## src/rtl/range_stats_pkg.sv

```systemverilog
// Shared types and default sizing for the range_stats block.
// Holds the per-channel state encoding and the default parameter values.
package range_stats_pkg;

    localparam int DEF_WIDTH    = 16;
    localparam int DEF_CHANNELS = 2;
    localparam int DEF_CNT_W    = 8;

    typedef enum logic [1:0] {
        IDLE = 2'd0,
        RUN  = 2'd1,
        ERR  = 2'd2
    } state_t;

endpackage

```

## src/rtl/range_channel.sv

```systemverilog
// One independent range/min/max/count tracker with its own IDLE/RUN/ERR FSM.
// Results are registered on an accepted finish and held until the next one.
module range_channel
    import range_stats_pkg::*;
#(
    parameter int WIDTH = DEF_WIDTH,
    parameter int CNT_W = DEF_CNT_W
) (
    input  logic             clock,
    input  logic             reset,
    input  logic [WIDTH-1:0] data_in,
    input  logic             go,
    input  logic             finish,
    input  logic             signed_mode,
    output logic [WIDTH-1:0] range,
    output logic [WIDTH-1:0] min_val,
    output logic [WIDTH-1:0] max_val,
    output logic [CNT_W-1:0] count,
    output logic             done,
    output logic             busy,
    output logic             error
);

    localparam logic [CNT_W-1:0] CNT_MAX = '1;

    state_t           state_reg, state_next;
    logic [WIDTH-1:0] high_reg, high_next;
    logic [WIDTH-1:0] low_reg, low_next;
    logic [CNT_W-1:0] cnt_reg, cnt_next;
    logic             mode_reg, mode_next;
    logic [WIDTH-1:0] range_reg, range_next;
    logic [WIDTH-1:0] min_reg, min_next;
    logic [WIDTH-1:0] max_reg, max_next;
    logic [CNT_W-1:0] count_reg, count_next;
    logic             done_reg, done_next;

    logic             start;
    logic             accum;
    logic             accept;
    logic [WIDTH-1:0] sample_hi;
    logic [WIDTH-1:0] sample_lo;
    logic [CNT_W-1:0] cnt_inc;

    function automatic logic greater(input logic [WIDTH-1:0] a,
                                     input logic [WIDTH-1:0] b,
                                     input logic m);
        if (m)
            return $signed(a) > $signed(b);
        return a > b;
    endfunction

    assign start  = go & ~finish;
    assign accum  = (state_reg == RUN) & ~go;
    assign accept = accum & finish;

    // State register
    always_ff @(posedge clock or negedge reset) begin
        if (!reset)
            state_reg <= IDLE;
        else
            state_reg <= state_next;
    end

    // Next-state logic
    always_comb begin
        state_next = state_reg;
        if (go && finish) begin
            state_next = ERR;
        end else begin
            case (state_reg)
                IDLE: begin
                    if (go)
                        state_next = RUN;
                    else if (finish)
                        state_next = ERR;
                end
                RUN: begin
                    if (finish)
                        state_next = IDLE;
                end
                ERR: begin
                    if (go)
                        state_next = RUN;
                end
                default: state_next = IDLE;
            endcase
        end
    end

    // Output logic
    always_comb begin
        busy  = (state_reg == RUN);
        error = (state_reg == ERR);
    end

    always_comb begin
        sample_hi  = greater(data_in, high_reg, mode_reg) ? data_in : high_reg;
        sample_lo  = greater(low_reg, data_in, mode_reg) ? data_in : low_reg;
        cnt_inc    = (cnt_reg == CNT_MAX) ? cnt_reg : cnt_reg + 1'b1;

        high_next  = high_reg;
        low_next   = low_reg;
        cnt_next   = cnt_reg;
        mode_next  = mode_reg;
        range_next = range_reg;
        min_next   = min_reg;
        max_next   = max_reg;
        count_next = count_reg;
        done_next  = 1'b0;

        if (start) begin
            high_next = data_in;
            low_next  = data_in;
            cnt_next  = {{(CNT_W-1){1'b0}}, 1'b1};
            mode_next = signed_mode;
        end else if (accum) begin
            high_next = sample_hi;
            low_next  = sample_lo;
            cnt_next  = cnt_inc;
        end

        if (accept) begin
            // The low WIDTH bits of a modular subtraction equal the widened
            // difference truncated, so signed extremes wrap to the right value.
            range_next = sample_hi - sample_lo;
            min_next   = sample_lo;
            max_next   = sample_hi;
            count_next = cnt_inc;
            done_next  = 1'b1;
        end
    end

    always_ff @(posedge clock or negedge reset) begin
        if (!reset) begin
            high_reg  <= '0;
            low_reg   <= '0;
            cnt_reg   <= '0;
            mode_reg  <= 1'b0;
            range_reg <= '0;
            min_reg   <= '0;
            max_reg   <= '0;
            count_reg <= '0;
            done_reg  <= 1'b0;
        end else begin
            high_reg  <= high_next;
            low_reg   <= low_next;
            cnt_reg   <= cnt_next;
            mode_reg  <= mode_next;
            range_reg <= range_next;
            min_reg   <= min_next;
            max_reg   <= max_next;
            count_reg <= count_next;
            done_reg  <= done_next;
        end
    end

    assign range   = range_reg;
    assign min_val = min_reg;
    assign max_val = max_reg;
    assign count   = count_reg;
    assign done    = done_reg;

endmodule

```

## src/rtl/range_stats.sv

```systemverilog
// Multi-channel range statistics: CHANNELS independent range_channel instances
// sharing only the clock and reset, with flat packed per-channel buses.
module range_stats
    import range_stats_pkg::*;
#(
    parameter int WIDTH    = DEF_WIDTH,
    parameter int CHANNELS = DEF_CHANNELS,
    parameter int CNT_W    = DEF_CNT_W
) (
    input  logic                      clock,
    input  logic                      reset,
    input  logic [CHANNELS*WIDTH-1:0] data_in,
    input  logic [CHANNELS-1:0]       go,
    input  logic [CHANNELS-1:0]       finish,
    input  logic [CHANNELS-1:0]       signed_mode,
    output logic [CHANNELS*WIDTH-1:0] range,
    output logic [CHANNELS*WIDTH-1:0] min_val,
    output logic [CHANNELS*WIDTH-1:0] max_val,
    output logic [CHANNELS*CNT_W-1:0] count,
    output logic [CHANNELS-1:0]       done,
    output logic [CHANNELS-1:0]       busy,
    output logic [CHANNELS-1:0]       error
);

    genvar gi;
    generate
        for (gi = 0; gi < CHANNELS; gi++) begin : g_chan
            range_channel #(
                .WIDTH (WIDTH),
                .CNT_W (CNT_W)
            ) u_chan (
                .clock       (clock),
                .reset       (reset),
                .data_in     (data_in[gi*WIDTH +: WIDTH]),
                .go          (go[gi]),
                .finish      (finish[gi]),
                .signed_mode (signed_mode[gi]),
                .range       (range[gi*WIDTH +: WIDTH]),
                .min_val     (min_val[gi*WIDTH +: WIDTH]),
                .max_val     (max_val[gi*WIDTH +: WIDTH]),
                .count       (count[gi*CNT_W +: CNT_W]),
                .done        (done[gi]),
                .busy        (busy[gi]),
                .error       (error[gi])
            );
        end
    endgenerate

endmodule

```

## config.mk

```make
export PLATFORM = sky130hd
export DESIGN_NAME = range_stats
export DESIGN_NICKNAME = d
export VERILOG_FILES = /design/src/rtl/range_stats_pkg.sv /design/src/rtl/range_channel.sv /design/src/rtl/range_stats.sv
export SDC_FILE = /design/constraint.sdc
export NUM_CORES = 1
export LEC_CHECK = 0
export ABC_AREA = 1
export CAP_MARGIN = 5
export CORE_ASPECT_RATIO = 0.5
export CORE_UTILIZATION = 50
export DETAILED_ROUTE_END_ITERATION = 8
export HOLD_SLACK_MARGIN = 0.1
export PLACE_DENSITY = 0.73
export SYNTH_ARGS = -nofsm -noshare
export SYNTH_HDL_FRONTEND = slang
export SYNTH_SLANG_ARGS = --single-unit
```

## constraint.sdc

```tcl
create_clock -name clock -period 3.7 [get_ports clock]
set_input_delay 0.37 -clock clock [delete_from_list [all_inputs] [get_ports clock]]
set_output_delay 0.37 -clock clock [all_outputs]
set_load 0.02 [all_outputs]
```

==> metrics.md <==
| Metric | Value |
|---|---|
| GRT Resource Usage Total | `28.2%` |
| Instance count of the mapped netlist | `1433` |
| First-pass GRT wire length | `55.4 mm` |
| Layout net count | `1895` |
| DIE AREA | `24800 sq um` |
| Peak supply drop | `0.000395 V` |
| Number of flops mapped to enable cells by yosys | `0` |
| Chip height | `112 um` |
| IO Port Bufs | `157` |
| Register Area | `5000 sq um` |
| Ys flop type | `dfrtp_1` |
| Hold crit path type | `input pin to register` |
| Clk buf depth | `2` |
| PwrDens | `791 nW/um^2` |
| Synth Net Count | `1571` |
| Placed cell area | `15200 sq um` |
| Fin crit share | `95.1%` |
| Multi-input logic area | `6170 sq um` |
| Clock sink total | `200` |
| Row count | `39` |
| Syn Std Cell Area | `12100 sq um` |
| TritonCTS clock tree | `built` |
| Setup TNS | `0 ns` |
| Drt drc | `0` |
| Cts bufs inserted | `17` |
| Synthesis-stage register bit count | `200` |
| Post-layout min period | `3.52 ns` |
| Vias in the first global route | `11100` |
| P_leak | `0.00809 uW` |
| WS Path Type | `input pin to register` |
| Post-route ant nets | `0` |
| Vias per cell | `5.29` |
| Setup-failing EPs final | `0` |
| Synth cell types | `52` |
| Drt first pass iters | `5` |
| Clk_lat worst skew | `0.47 ns` |
| Worst path arrival time | `3.87 ns` |
| Clk Tree Root Cell | `clkbuf_16` |
| Initial antenna violation count | `0` |
| Largest net degree at the start of global routing | `88` |
| Fin area | `16100 sq um` |
| Core ar. | `23300 sq um` |
| I/O pins | `158` |
| Synthesis-to-layout area growth | `33.2%` |
| Initial Util | `51.9%` |
| Wirelength per Cell | `16.3 um` |
| Final Hold Fails | `0` |
| Starting DRC count in detailed routing | `755` |
| Worst Setup End Kind | `register` |
| Share of cells above drive strength 1 | `21.7%` |
| Rel. slew slack | `48.6%` |
| Status | `complete, no violations` |
| Post-Syn Area per Cell | `8.44 sq um` |
| Element type at the critical path start | `input pin` |
| H-tree levels | `4` |
| Actual slew at the worst max-slew pin | `0.766 ns` |
| Hold path cells | `4` |
| Vias | `11000` |
| Yosys warns | `0` |
| FMAX | `284 MHz` |
| Sequential share of the synthesized area | `41.4%` |
| Antenna fix cells | `0` |
| # fillers | `1869` |
| Gp weighted congestion | `0.883` |
| R2R cell count | `20` |
| Total of max-cap violations | `0` |
| Die width | `222 um` |
| Count of pins over their slew limit | `0` |
| Routed wire length | `33.8 mm` |
| Critical Path RT | `4.05 ns` |
| Async SR Flop Fraction | `100%` |
| Hpwl dp | `25.0 mm` |
| Overflow after GRT | `0` |
| Clock transition at path regs | `0.07 ns` |
| Max Clock Skew | `0.0131 ns` |
| Crit path max fanout | `7` |
[stage by stage]
| stage | hold WS, ns | setup slack [ns] | instances | total power [uW] | util [%] |
|---|---|---|---|---|---|
| detailed placement | 0.474 | -0.374 | 2032 | 10600 | 65.3 |
| floorplan | 0.0744 | 0.417 | 1433 | 7190 | - |
| global placement | 0.463 | -0.314 | 2032 | 10500 | 65.3 |
| global route | 0.410 | -0.0282 | 2075 | 13700 | 69.2 |
| CTS | 0.454 | 0.0681 | 2063 | 12400 | 67.7 |
| finish | 0.389 | 0.181 | 2075 | 12700 | 69.2 |
[logic make-up (layout without fill, tap and decap cells)]
logic type	Yosys count	after routing	synth area share, %
adder cells (fa/ha/maj)	98	98	10.3
buffers and inverters	265	599	9.32
XOR/XNOR	27	27	1.96
AND/OR/NAND/NOR	496	497	17.7
flip-flops	200	200	41.4
AO/OA/AOI/OAI	347	347	19.3
[layer usage]
metal	wire length, um	share of wire, %	global-route usage, %
met5	0	0	0
met4	885	2.6	9.81
met3	1330	3.9	5.20
met2	17000	50	50.3
met1	14600	43	34.5
[what timing repair did]
item / 4_1_cts / 5_1_grt
gates resized for setup: 0 / 61
setup buffers: 0 / 9
endpoints found under the setup margin: 0 / 17
endpoints found under the hold margin: 85 / 0
hold buffers: 1 / 0
[Yosys cell counts (4+ instances only)]
master | count | area (sq um)
a21o_1 | 7 | 52.6
a21oi_1 | 53 | 265
a21oi_2 | 5 | 43.8
buf_2 | 10 | 50.1
buf_4 | 6 | 45.0
buf_6 | 13 | 146
clkbuf_1 | 27 | 101
dfrtp_1 | 200 | 5000
ha_1 | 96 | 1200
inv_1 | 200 | 751
inv_2 | 5 | 18.8
nand2_1 | 364 | 1370
nand2_2 | 12 | 75.1
nand3_1 | 34 | 170
nand3_2 | 4 | 40.0
nand3_4 | 4 | 70.1
nand4_1 | 11 | 68.8
nor2_1 | 46 | 173
nor3_2 | 5 | 50.1
o21ai_0 | 60 | 300
o21ai_1 | 73 | 365
o21ai_2 | 59 | 517
o221ai_1 | 60 | 526
o221ai_2 | 4 | 60.1
o22ai_1 | 8 | 50.1
or2_2 | 4 | 25.0
xnor2_1 | 13 | 114
xor2_1 | 14 | 123
[final timing paths]
path	from	to	slack, ns
min in group asynchronous	reset	g_chan[0].u_chan.min_val[4]	0.52
worst min-delay path	data_in[5]	g_chan[0].u_chan.low_reg[5]	0.39
worst max register to register	g_chan[0].u_chan.high_reg[13]	g_chan[0].u_chan.range[14]	0.21
worst min register to register	g_chan[1].u_chan.range[3]	g_chan[1].u_chan.range[3]	0.49
max in group asynchronous	reset	g_chan[1].u_chan.range[7]	2.16
worst max-delay path	data_in[13]	g_chan[0].u_chan.range[14]	0.18
[critical path: stages]
cell and delay [ns]:
clkdlybuf4s50_1 0.47, ha_1 0.33, a21oi_1 0.18, o21ai_1 0.10, a21oi_2 0.18, nand2_1 0.09
nand2_2 0.15, nand3_4 0.22, o21ai_4 0.26, ha_4 0.16, inv_2 0.04, fa_2 0.35
nand3_1 0.09, nand3_2 0.08, a21oi_2 0.18, buf_4 0.14, o21ai_0 0.09, or2_2 0.28
nand3_1 0.07, nand2_1 0.05
[power by group]
| group | switching (uW) | leakage [uW] | internal (uW) |
|---|---|---|---|
| sequential | 399 | 0.00252 | 2860 |
| clock | 839 | 0.000259 | 925 |
| combinational | 4040 | 0.00531 | 3680 |
[cell usage in the layout, fill, tap and decap left out, types with 5 or more instances in the layout]
cell type,n
nand2_1,359
dfrtp_1,200
buf_4,194
inv_1,190
clkdlybuf4s50_1,146
ha_1,90
o21ai_1,74
o221ai_1,60
o21ai_0,58
o21ai_2,56
nor2_1,46
a21oi_1,40
nand3_1,32
clkbuf_16,19
a21oi_2,18
nand2_2,17
inv_2,15
xor2_1,14
xnor2_1,13
nand4_1,11
dlymetal6s2s_1,10
o22ai_1,8
a21o_1,7
nand3_2,7
o21ai_4,6
ha_4,5
clkbuf_8,5
buf_12,5
[final cells by class]
cell class                      instances  area share [%]
Clock buffer                           24            3.05
Timing Repair Buffer                  361            20.1
Inverter                              208            4.85
Tap cell                              307            2.38
Clock inverter                          6           0.264
Sequential cell                       200            31.1
Multi-Input combinational cell        969            38.3
Power figures use the tool's default switching activity.
